### src/rtl/cdb_arbiter.sv
// Round-robin arbiter driving the registered common data bus.
// Optional mispredict squash port enabled by defining CDB_FLUSH_EN.
module cdb_arbiter #(
   parameter int N_REQ      = 4,
   parameter int TAG_WIDTH  = 3,
   parameter int DATA_WIDTH = 16
) (
   input  logic                        clk,
   input  logic                        rst_n,
   input  logic [N_REQ-1:0]            req,
   input  logic [N_REQ*TAG_WIDTH-1:0]  req_tag,
   input  logic [N_REQ*DATA_WIDTH-1:0] req_data,
`ifdef CDB_FLUSH_EN
   input  logic                        flush,
`endif
   output logic [N_REQ-1:0]            gnt,
   output logic                        cdb_valid,
   output logic [TAG_WIDTH-1:0]        cdb_tag,
   output logic [DATA_WIDTH-1:0]       cdb_data
);

   localparam int PW = (N_REQ > 1) ? $clog2(N_REQ) : 1;

   logic [PW-1:0]         rr_ptr;
   logic [PW-1:0]         gnt_idx;
   logic [PW-1:0]         nxt_ptr;
   logic                  any_gnt;
   logic                  kill;
   logic [TAG_WIDTH-1:0]  sel_tag;
   logic [DATA_WIDTH-1:0] sel_data;

`ifdef CDB_FLUSH_EN
   assign kill = flush;
`else
   assign kill = 1'b0;
`endif

   // Circular scan from rr_ptr; first pending requester wins the bus.
   always_comb begin
      int idx;
      gnt      = '0;
      gnt_idx  = '0;
      any_gnt  = 1'b0;
      sel_tag  = '0;
      sel_data = '0;
      for (int k = 0; k < N_REQ; k++) begin
         idx = int'(rr_ptr) + k;
         if (idx >= N_REQ)
            idx = idx - N_REQ;
         if (!any_gnt && req[idx] && rst_n && !kill) begin
            any_gnt  = 1'b1;
            gnt[idx] = 1'b1;
            gnt_idx  = PW'(idx);
            sel_tag  = req_tag[idx*TAG_WIDTH +: TAG_WIDTH];
            sel_data = req_data[idx*DATA_WIDTH +: DATA_WIDTH];
         end
      end
   end

   // Winner's successor becomes top priority, wrapping at the last index.
   always_comb begin
      if (gnt_idx == PW'(N_REQ - 1))
         nxt_ptr = '0;
      else
         nxt_ptr = gnt_idx + 1'b1;
   end

   // Register the granted result onto the CDB; hold tag/data when idle.
   always_ff @(posedge clk) begin
      if (!rst_n) begin
         cdb_valid <= 1'b0;
         cdb_tag   <= '0;
         cdb_data  <= '0;
         rr_ptr    <= '0;
      end else if (kill) begin
         cdb_valid <= 1'b0;
         rr_ptr    <= '0;
      end else begin
         cdb_valid <= any_gnt;
         if (any_gnt) begin
            cdb_tag  <= sel_tag;
            cdb_data <= sel_data;
            rr_ptr   <= nxt_ptr;
         end
      end
   end

endmodule
### config.mk
export PLATFORM = sky130hd
export DESIGN_NAME = cdb_arbiter
export DESIGN_NICKNAME = d
export VERILOG_FILES = /design/src/rtl/cdb_arbiter.sv
export SDC_FILE = /design/constraint.sdc
export NUM_CORES = 1
export LEC_CHECK = 0
export ABC_AREA = 1
export BUFFER_PORTS_ARGS = -buffer_cell sky130_fd_sc_hd__buf_2
export CORE_MARGIN = 4
export CORE_UTILIZATION = 35
export DETAILED_ROUTE_END_ITERATION = 6
export GPL_ROUTABILITY_DRIVEN = 1
export PLACE_DENSITY = 0.53
export SYNTH_ARGS = -nofsm -noshare
export SYNTH_HDL_FRONTEND = slang
export SYNTH_SLANG_ARGS = --single-unit
### constraint.sdc
create_clock -name clk -period 3.45 [get_ports clk]
set_input_delay 0 -clock clk [delete_from_list [all_inputs] [get_ports clk]]
set_output_delay 0 -clock clk [all_outputs]
set_load 0.02 [all_outputs]
### Yosys cells after proc, flatten, opt, wreduce, memory -nomap -nowiden

Index checks and enable logic that the tools add are counted.

* add/subtract/negate cells: 8
* $mul: 4
* order comparisons: 12
* equality and inequality tests: 1
* shift operators: 8
* muxes and demuxes: 45
* bitwise gates (word level): 3
* reductions and logical operators: 14

Operators with widths (number)
* variable part select 64 x 32 -> 16 bit: 4
* greater-or-equal comparator 32 x 1 -> 1 bit (second input constant): 4
* < comparator 32 x 4 -> 1 bit (second input constant): 4
* multiplier 32 x 3 -> 32 bit (second input constant): 4
* two-way mux 32 bit: 4
* variable part select 12 x 32 -> 3 bit: 4
* two-way mux 16 bit: 4
* two-way mux 1 bit: 16
* two-way mux 4 bit: 4
* two-way mux 3 bit: 4
* bitwise OR 4 bit: 3
* subtractor 3 x 3 -> 4 bit (second input constant): 3
* logical AND 1 bit: 11
* two-way mux 2 bit: 5
* greater-or-equal comparator 3 bit (second input constant): 3
* binary-select mux 1 bit (select 2 bit): 4
* demux 1 bit (select 2 bit): 4
* adder 2 x 2 -> 3 bit (second input constant): 2
* subtractor 2 x 3 -> 4 bit (second input constant): 1
* adder 2 x 1 -> 3 bit (second input constant): 1
* greater-or-equal comparator 2 x 3 -> 1 bit (second input constant): 1
* logical NOT 1 bit: 3
* adder 2 x 1 -> 2 bit (second input constant): 1
* == test 2 bit (second input constant): 1

* bits in registers: 22
* input port bits: 82
* output and inout port bits: 24
* logic and storage cells: 99

### Longest topological paths before layout

Gate-level depths: netlist of run 1.

* depth after elaboration: 21
* depth in mapped cells: 22
* mapped depth without buffers: 16

### Worst setup path before layout of run 1

No wires, ideal clock.

* path type: flip-flop to flip-flop
* start: reg rr_ptr[1]
* end: reg cdb_tag[1]
* setup time: 0.121 ns
* arrival: 2.958 ns
* setup slack: 0.371 ns
* cell stages (with the launch flop): 20
* path buffers: 5
* cell sequence: dfxtp_1 -> buf_2 -> inv_2 -> buf_2 -> clkbuf_1 -> ha_1 -> inv_1 -> buf_2 -> buf_1 -> nor2_1 -> ha_1 -> a21oi_1 -> inv_1 -> nand3_1 -> nor2_1 -> nand2_1 -> nand2_1 -> nand3b_1 -> nand2_1 -> a21oi_1

* word-level cells in the longest chain between the ends: 19

Ends and longest elaborated chain
* start, declared: RTL line 24 `logic [PW-1:0] rr_ptr;`
* start signal, assigned: RTL line 83 `rr_ptr <= nxt_ptr;`
* branches (longest 19 deep; another with multiplier 32 x 3 -> 32 bit)
* end signal, assigned: RTL line 81 `cdb_tag <= sel_tag;`
* end, declared: RTL line 18 `output logic [TAG_WIDTH-1:0] cdb_tag,`

Parallel ways; which one is timed is not known. The select of a mux whose other input is x is not followed.
A chain may end at the register's enable or synchronous reset.

### Final worst setup path of run 1

* start: reg rr_ptr[0]
* end: out gnt[2]

* word-level cells in the longest chain between the ends: 19

Ends and longest elaborated chain
* branches (longest 18 deep; another with greater-or-equal comparator 32 x 1 -> 1 bit)
* two-way mux 4 bit *: RTL line 50 `if (!any_gnt && req[idx] && rst_n && !kill) begin`
* end, declared: RTL line 16 `output logic [N_REQ-1:0] gnt,`

Every way passes the cells marked *. The select of a mux whose other input is x is not followed.

==> flow_summary_export.csv, run 1 <==
group,metric,value,unit
clock_tree,cts.htree.levels,1,
worst_hold_path,hp-class,"in2reg",
synthesis,yosysWarnings,0,
synthesis,yosys.area_share.simple,0.436,
synthesis,ys_top_cells_by_area,"nand2_1, dfxtp_1, o21ai_0",
synthesis,avgSynthCellArea,5.21,µm²
synthesis,seq_area_frac_synth,0.101,
power_and_ir_drop,peakVddDrop,375,µV
clock_tree,post_cts_buffers,0,
synthesis,syn-num-nets,931,
routing,wl_met2,6520,µm
floorplanning,start_util,0.361,
synthesis,ys_ff_latch,22,
clock_tree,cts_tree,"yes",
synthesis,synth_top_area_cell,"nand2_1",
routing,met1Wirelength,7140,µm
finish,final_nets,1000,
routing,drtIter0Drc,413,
placement,numPortBuffers,105,
clock_tree,clock_latency,0.26,ns
synthesis,synth-compound-area-share,0.276,
critical_path,worstPathArrival,2.68,ns
sta,final_hold_viol_count,0,
critical_path,path_cells,"inv_6 > ha_2 > buf_4 > nand3_1 > nand3_1 > nand2_4 > nor2_8 > nand2_4 > o21ai_0 > buf_2",
placement,gp_congestion,0.980,
finish,drive_gt1_frac,0.180,
clock_tree,cts_resized,0,
clock_tree,cts.sinks,22,
clock_tree,holdBufCountCts,0,
sta,worstMarginPinSlew,0.563,ns
routing,route.vias.total,5433,
routing,postRouteWirelength,14900,µm
sta,setup_violations,0,
critical_path,crit_fanout,25,
synthesis,syn_inst,839,
synthesis,yosys.area.top_type_share,0.256,
critical_path,crit_slowest_cell,"dfxtp_4",
floorplanning,dieHeight,120,µm
routing,firstDrtPassIters,5,
sta,fin_setup_tns,0,ns
floorplanning,io_pins,106,
run_status,run_status,"complete, no violations",
critical_path,critPathKind,"reg2out",
floorplanning,coreArea,12100,µm²
sta,worst_clock_skew,0.00601,ns
clock_tree,cts_made_buffers,3,
synthesis,synth_area,4370,µm²
synthesis,synth_top_family_by_area,"simple AND/OR/NAND/NOR gates",
sta,rsz0062_at_grt,"false",
power_and_ir_drop,p_per_area,1070,nW/µm²
synthesis,synthAdderAreaFrac,0.0286,
clock_tree,clk_path_buf_depth,2,
finish,synthToLayoutAreaGrowth,14.0,%
sta,final-max-slew-violation-count,0,
routing,wl_per_cell,13.8,µm
floorplanning,dieArea,14300,µm²
placement,dp_hpwl,11200,µm
global_route,antenna_found_initial,0,
global_route,overflow,0,
clock_tree,cts.clk_slew.worst_paths,0.07,ns
floorplanning,std_cell_rows,40,
routing,remaining_drc_errors,0,
sta,fmax,373,MHz
routing,highest_layer,"met4",
synthesis,synth.distinct_cells,37,
sta,timing.hold.ws,0.226,ns
routing,wl_met3,960,µm
global_route,grt_start_max_net_pins,57,
routing,viasPerCell,5.05,
power_and_ir_drop,leakagePower,2.69,nW
synthesis,synthMuxAreaShare,0,
critical_path,cp.required,3.45,ns
critical_path,cpPeakStageDelay,0.53,ns
sta,finalCritPeriodShare,0.778,
critical_path,start_kind,"register",
run,maxCapViolations,0,
sta,fin_crit,2.68,ns
synthesis,synth_xor_area_frac,0,
critical_path,endpoint_kind,"output port",
routing,antenna_left,0,
global_route,grt_usage,0.204,
sta,relSlewSlack,0.625,
finish,nFillCells,1391,
finish,antenna_cells,0,
floorplanning,die_x,120,µm
global_route,grt_pass1_vias,4913,
global_route,grt_first_pass_wirelength,24600,µm
clock_tree,root_buffer,"clkbuf_16",
-- where the power goes --
group	leakage, nW	switching [mW]	internal (mW)
registers	0.183	0.112	0.365
clock network	0.0382	0.104	0.158
logic	2.47	3.12	1.45
total	2.69	3.33	1.97
-- metrics by stage --
step	total power [mW]	util	cell area (µm²)	cells	setup WS (ns)
3_5_place_dp	5.00	0.405	4900	1071	0.864
2_1_floorplan	4.08	-	4370	839	0.371
6_report	5.31	0.411	4980	1075	0.767
5_1_grt	5.95	0.411	4980	1075	0.540
3_3_place_gp	5.03	0.405	4900	1071	0.883
4_1_cts	5.29	0.411	4980	1075	0.745
-- per-layer routing --
metal	up-vias	track usage
met3	18	0.0240
met4	0	0.0429
met5	-	0
li1	2878	-
met1	2345	0.292
met2	192	0.330
-- registers in the layout, indices dropped and copies added, names as in the netlist --
name / cells
cdb_data: 16
cdb_tag: 3
cdb_valid: 1
rr_ptr: 2
-- final timing paths --
check	start	to	slack, ns	cells after the start
worst min-delay path	req_data[20]	cdb_data[4]	0.23	7
worst max-delay path	rr_ptr[0]	gnt[2]	0.77	10
worst min register to register	cdb_tag[0]	cdb_tag[0]	0.59	2
worst max register to register	rr_ptr[0]	cdb_tag[2]	0.81	16
-- cells by family after synthesis --
kind of cell / Yosys count
fa+ha+maj: 10
buf+inv: 153
other cells: 1
simple gates: 453
flops: 22
compound gates: 200
-- cell type report --
| class | count | area, µm² | area share |
|---|---|---|---|
| clock buffers | 4 | 78.8 | 0.0158 |
| inverters | 97 | 369 | 0.0741 |
| multi-input cells | 664 | 3240 | 0.651 |
| flip-flops and latches | 22 | 444 | 0.0892 |
| well taps | 168 | 210 | 0.0422 |
| repair buffers | 120 | 638 | 0.128 |
-- critical path: cells and delay by family (launching register included) --
kind / cells / cell delay (ns)
adder cells (fa/ha/maj): 1 / 0.37
flip-flops: 1 / 0.53
AND/OR/NAND/NOR: 5 / 0.78
AO/OA/AOI/OAI: 1 / 0.16
buffers and inverters: 3 / 0.59
-- cell usage after synthesis (all sizes together) --
master and number:
clkinv 1, nand3 67, inv 96, conb 1, o21ai 110, a21oi 30, o211ai 19, a211oi 16
nand3b 1, buf 40, nand2 308, dfxtp 22, o31ai 4, o22ai 4, nor2 65, o2111ai 16
clkbuf 16, nand4 6, o21a 1, ha 10, nor3 2, or2 4
-- cells in the final DEF (no fill, tap or decap), types with 9 or more instances in the layout --
cell,n
a211oi_1,11
o21ai_0,80
nand2_1,298
buf_2,105
dfxtp_1,21
ha_1,9
o2111ai_1,16
o211ai_1,19
a21oi_1,30
o21ai_1,26
nor2_1,62
inv_1,88
buf_4,15
nand3_1,63
Note: power is estimated with default switching activity, not from simulation.
==> inputs of run 2 (changes only) <==
Settings changed: ABC_AREA 1 to 0, PLACE_DENSITY 0.53 to 0.55.
Clock period 3.45 ns to 2.2 ns, I/O delays scaled along.
==> run 2 against run 1 <==
The flow now finishes with violations (negative setup slack). Area after synthesis rose by 2.8%. Sequential power rose by 45%. Utilization rose by 7.5 points. Final cell count fell by 24%. Die area rose by 2.6%. Power rose by 93%. Clock-buffer cell count did not move. Combinational power rose by 98%. Worst hold slack got worse by 0.16 ns. Clock power rose by 87%. Critical path type is now reg2reg. Critical endpoint is now cdb_tag[2].
==> flow_summary_export.csv, run 2 <==
group,metric,value,unit
run_status,violations,"negative setup slack",
power_and_ir_drop,swShare,0.470,
synthesis,seq_area_frac_synth,0.0980,
clock_tree,root_buffer,"clkbuf_16",
synthesis,ys_top_cells_by_area,"mux4_2, mux2i_1, dfxtp_1",
placement,gp_congestion,0.880,
finish,nFillCells,1246,
clock_tree,cts_made_buffers,3,
synthesis,yosys.area.top_type_share,0.266,
finish,final_util,0.486,
synthesis,synth.most_common_cell,"mux2i_1",
finish,drive_gt1_frac,0.459,
routing,postRouteWirelength,16800,µm
critical_path,crit_buf_inv,3,
sta,relSlewSlack,0.662,
synthesis,synth_area,4490,µm²
run_status,run_status,"complete, but fails checks",
synthesis,yosysWarnings,0,
synthesis,synth_top_area_cell,"mux4_2",
finish,layout_common_cells,"buf_2, buf_4, mux2i_1",
power_and_ir_drop,seqPwrFrac,0.068,
routing,wl_per_cell,20.6,µm
synthesis,synth-compound-area-share,0.203,
synthesis,yosys.area_share.simple,0.175,
floorplanning,die_x,121,µm
floorplanning,io_pins,106,
synthesis,synthMuxAreaShare,0.422,
sta,worst_clock_skew,0.00752,ns
sta,worst_slack,-0.176,ns
synthesis,syn-num-nets,592,
sta,setup_violations,15,
synthesis,synth_top_family_by_area,"multiplexers",
critical_path,start_kind,"register",
routing,viasPerCell,6.24,
power_and_ir_drop,leakagePower,2.57,nW
floorplanning,dieArea,14700,µm²
critical_path,crit_slowest_cell,"mux4_2",
placement,postPlaceCellArea,5640,µm²
finish,multi_input_area,3940,µm²
sta,final-max-slew-violation-count,0,
finish,synthToLayoutAreaGrowth,36.5,%
finish,antenna_cells,0,
critical_path,cp.required,2.40,ns
global_route,grt_usage,0.219,
global_route,grt_start_max_net_pins,46,
clock_tree,cts.clk_slew.worst_paths,0.08,ns
finish,regMostFlops,"cdb_data",
power_and_ir_drop,pwr-share-comb,0.884,
sta,worstMarginPinSlew,0.506,ns
global_route,grt_first_pass_wirelength,25800,µm
sta,timing.hold.ws,0.0635,ns
synthesis,synth_commonest_cells,"mux2i_1, mux4_2, nand2_1, nor2_1, nand3_1",
floorplanning,dieHeight,121,µm
clock_tree,holdBufCountCts,0,
synthesis,ys_ff_latch,22,
floorplanning,std_cell_rows,41,
sta,finalCritPeriodShare,1.08,
run,maxCapViolations,0,
synthesis,synth-edff-count,0,
sta,fin_setup_tns,-0.899,ns
critical_path,critPathKind,"reg2reg",
floorplanning,start_util,0.356,
finish,final_cells,815,
power_and_ir_drop,p_clk_frac,0.048,
synthesis,synth_xor_area_frac,0.00195,
finish,top_regs,"cdb_data (16), cdb_tag (3), rr_ptr (2)",
clock_tree,clk_path_buf_depth,2,
routing,route.vias.total,5082,
power_and_ir_drop,p_int,5.43,mW
power_and_ir_drop,peakVddDrop,751,µV
critical_path,cpMostUsedCell,"buf_4",
synthesis,syn_inst,500,
sta,rsz0062_at_grt,"true",
sta,fin_crit,2.38,ns
clock_tree,cts.htree.levels,1,
global_route,overflow,0,
critical_path,endpoint_kind,"register",
global_route,antenna_found_initial,0,
synthesis,synthFlopType,"dfxtp_1",
floorplanning,coreArea,12600,µm²
finish,regArea,445,µm²
power_and_ir_drop,p_switching,4.81,mW
finish,final_nets,736,
critical_path,cpPeakStageDelay,0.48,ns
critical_path,worstPathArrival,2.58,ns
critical_path,path_cells,"inv_6 > ha_4 > buf_4 > buf_4 > mux2i_1 > mux4_2 > nor3_2 > nor4_1 > or3_1 > a41oi_2",
sta,fmax,421,MHz
power_and_ir_drop,p_per_area,1670,nW/µm²
synthesis,synthAdderAreaFrac,0.0278,
synthesis,avgSynthCellArea,8.99,µm²
clock_tree,cts_tree,"yes",
finish,largest_register_ffs,16,
critical_path,path_delay_family,"multiplexers",
clock_tree,cts.sinks,22,
routing,firstDrtPassIters,5,
global_route,grt_pass1_vias,4855,
placement,dp_hpwl,12000,µm
routing,antenna_left,0,
synthesis,synth.distinct_cells,69,
finish,design_area,6130,µm²
clock_tree,clock_latency,0.28,ns
worst_hold_path,hp-class,"in2reg",
placement,dp.cells,797,
synthesis,async_reset_ff_frac,0,
sta,final_hold_viol_count,0,
routing,drtIter0Drc,548,
finish,mostFrequentLayoutCell,"buf_2",
placement,numPortBuffers,105,
routing,remaining_drc_errors,0,
critical_path,crit_fanout,7,
run 2: cell count changes in the layout (fill, tap and decap cells not counted), sizes merged, moves of 33 or more:
cell and change:
mux2i +64, buf +71, inv -86, nand3 -44, nand2 -259, mux4 +53, nor2 -33, o21ai -103
run 2: path summary, 6_finish.rpt:
kind	from	endpoint	slack (ns)	depth (start not counted)
max	rr_ptr[0]	cdb_tag[2]	-0.18	10
min	rst_n	rr_ptr[0]	0.06	2
max reg2reg	rr_ptr[0]	cdb_tag[2]	-0.18	10
min reg2reg	cdb_tag[0]	cdb_tag[0]	0.61	2
run 2: power by group through the flow:
stage          logic (mW)  clock network (mW)  registers (mW)
2_1_floorplan        5.72                   0           0.864
3_3_place_gp         7.99                   0           0.693
3_5_place_dp         8.09                   0           0.701
4_1_cts              8.60               0.486           0.695
5_1_grt              9.71               0.499           0.711
6_report             9.06               0.490           0.694
run 2: cell type report:
cell class / instances / area share
repair buffers: 192 / 0.229
flip-flops and latches: 22 / 0.0726
inverters: 10 / 0.00694
multi-input cells: 415 / 0.642
clock buffers: 4 / 0.0145
well taps: 172 / 0.0351
run 2: what timing repair did:
action,in CTS,in global routing
endpoints found under the setup margin,25,24
setup buffers,10,5
cloned,1,0
resized for setup,27,38
pin swaps,6,8
run 2: per-layer routing:
layer  GRT usage  wire, µm
met3      0.0406      1410
met2       0.354      8080
met1       0.305      7070
met5           0         0
met4      0.0490       207
run 2: kinds of logic (layout without fill, tap and decap cells):
| family | after synthesis | in the layout |
|---|---|---|
| XOR/XNOR | 1 | 1 |
| AO/OA/AOI/OAI | 123 | 123 |
| flip-flops | 22 | 22 |
| AND/OR/NAND/NOR | 158 | 158 |
| buffers and inverters | 63 | 206 |
| other | 1 | 1 |
| adder cells (fa/ha/maj) | 10 | 10 |
| multiplexers | 122 | 122 |
run 2: stage by stage:
step | power, mW | setup WS (ns)
finish | 10.2 | -0.176
floorplan | 6.59 | -0.582
CTS | 9.78 | -0.125
global placement | 8.69 | -0.212
detailed placement | 8.79 | -0.137
global route | 10.9 | -0.307
==> inputs of run 3 (changes only) <==
Settings changed: PLACE_DENSITY 0.55 to 0.53, SETUP_SLACK_MARGIN set to 0.05.
Clock period 2.2 ns to 2.5 ns, I/O delays scaled along.
==> run 3 against run 2 <==
The run now ends clean. Non-clock buffer count decreased by 43. Setup slack improved by 0.32 ns. Die area unchanged. Clock skew decreased by 0.0046 ns. Design area decreased by 10%. Fmax increased by 0.78%. Power decreased by 23%.
==> flow_summary_export.csv, run 3 (synthesized netlist as in run 2, its figures left out) <==
group,metric,value,unit
critical_path,path_cells,"inv_6 > ha_4 > buf_12 > mux2_2 > a21oi_1 > a2111oi_0 > a2111oi_0 > o22ai_1",
finish,final_nets,693,
routing,antenna_left,0,
routing,viasPerCell,6.24,
floorplanning,std_cell_rows,41,
power_and_ir_drop,p_per_area,1430,nW/µm²
placement,dp_slack,0.0665,ns
global_route,antenna_found_initial,0,
worst_hold_path,hp-class,"in2reg",
worst_hold_path,hold_path_end,"rr_ptr[0]",
clock_tree,cts_made_buffers,3,
sta,relSlewSlack,0.590,
floorplanning,start_util,0.356,
sta,worst_clock_skew,0.00287,ns
sta,worst_slack,0.142,ns
sta,rsz0062_at_grt,"true",
sta,setup_violations,0,
run_status,run_status,"complete, no violations",
clock_tree,root_buffer,"clkbuf_16",
critical_path,r2r_end,"cdb_tag[1]",
critical_path,worstPathArrival,2.49,ns
global_route,grt_first_pass_wirelength,25000,µm
critical_path,cpPeakStageDelay,0.56,ns
critical_path,cpMostUsedCell,"a2111oi_0",
clock_tree,cts.sinks,22,
worst_hold_path,hold-path-cell-count,2,
power_and_ir_drop,leakagePower,2.28,nW
finish,antenna_cells,0,
sta,final_hold_viol_count,0,
critical_path,r2r_start,"rr_ptr[0]",
floorplanning,dieHeight,121,µm
routing,firstDrtPassIters,5,
critical_path,endpoint_kind,"register",
routing,postRouteWirelength,15800,µm
finish,layout_common_cells,"buf_2, mux2i_1, mux4_2",
critical_path,start_kind,"register",
critical_path,rr_worst_depth,8,
clock_tree,cts.htree.levels,1,
critical_path,crit_slowest_cell,"a2111oi_0",
routing,drtIter0Drc,465,
finish,largest_register_ffs,16,
finish,mostFrequentLayoutCell,"buf_2",
finish,nFillCells,1265,
finish,final_util,0.436,
global_route,grt_pass1_vias,4698,
critical_path,critPathKind,"reg2reg",
clock_tree,clock_latency,0.26,ns
power_and_ir_drop,p_total,7.86,mW
critical_path,reg2reg_slack,0.14,ns
routing,route.vias.total,4816,
global_route,grt_start_max_net_pins,81,
placement,numPortBuffers,105,
placement,dp_hpwl,11200,µm
clock_tree,holdBufCountCts,0,
run,maxCapViolations,0,
sta,finalCritPeriodShare,0.943,
finish,drive_gt1_frac,0.382,
sta,worstMarginPinSlew,0.600,ns
worst_hold_path,holdCritStartpoint,"rst_n",
routing,remaining_drc_errors,0,
finish,top_regs,"cdb_data (16), cdb_tag (3), rr_ptr (2)",
sta,fin_crit,2.36,ns
global_route,overflow,0,
clock_tree,cts_tree,"yes",
routing,wl_per_cell,20.5,µm
floorplanning,dieArea,14700,µm²
placement,gp_congestion,0.858,
global_route,grt_usage,0.210,
floorplanning,io_pins,106,
floorplanning,die_x,121,µm
clock_tree,clk_path_buf_depth,2,
finish,regMostFlops,"cdb_data",
sta,final-max-slew-violation-count,0,
floorplanning,coreArea,12600,µm²
clock_tree,cts.clk_slew.worst_paths,0.07,ns
finish,synthToLayoutAreaGrowth,22.6,%
sta,fmax,424,MHz
critical_path,crit_fanout,9,
critical_path,cp.required,2.63,ns
power_and_ir_drop,peakVddDrop,640,µV
## run 3: cell types whose count changed in the layout (fill, tap and decap cells not counted), sizes merged
cell / previous run / this run
buf: 191 / 149
bufbuf: 1 / 0
## run 3: critical path, delay by kind of cell (launching register included)
family	cells	cell delay, ns
adder cells (fa/ha/maj)	1	0.30
buffers and inverters	2	0.18
flip-flops	1	0.38
AO/OA/AOI/OAI	4	0.99
multiplexers	1	0.36
## run 3: how the worst max path moves through the flow
stage | from | endpoint | slack (ns) | cells after the start
CTS | rr_ptr[0] | gnt[0] | 0.08 | 8
finish | rr_ptr[0] | cdb_tag[1] | 0.14 | 8
global placement | rr_ptr[0] | cdb_data[8] | 0.1 | 7
global route | rr_ptr[0] | cdb_tag[1] | 0.04 | 12
detailed placement | rr_ptr[0] | cdb_data[7] | 0.07 | 7
floorplan | rr_ptr[0] | cdb_tag[1] | -0.28 | 17
## run 3: through the flow
step	area [µm²]	TNS (ns)	std cells	hold WS (ns)
after floorplan	4620	-0.763	500	0.284
after global placement	5340	0	765	0.325
after detailed placement	5340	0	765	0.324
after CTS	5480	0	772	0.0512
after global routing	5510	0	772	0.0625
final	5510	0	772	0.0616
## run 3: repair_timing
item                                    in CTS  in global routing
gates cloned                                 0                  0
pin swaps                                    1                  0
endpoints found under the setup margin       4                  5
setup buffers                                3                  0
gates resized for setup                      4                  5
## run 3: layout make-up
type	count	area (µm²)	area share
well taps	172	215	0.0391
repair buffers	149	922	0.167
multi-input cells	415	3800	0.691
flip-flops and latches	22	445	0.0809
clock buffers	4	78.8	0.0143
inverters	10	42.5	0.00773
## run 3: layer usage
metal,track usage,vias up,share of wire
met2,0.344,208,0.48
met5,0,-,0
met1,0.296,2369,0.43
met4,0.0616,0,0.018
li1,-,2214,-
met3,0.0168,25,0.072
## run 3: power breakdown
group | total (mW) | internal (mW) | switching [mW]
Combinational | 6.88 | 3.21 | 3.67
Sequential | 0.603 | 0.519 | 0.0834
Clock | 0.378 | 0.219 | 0.160
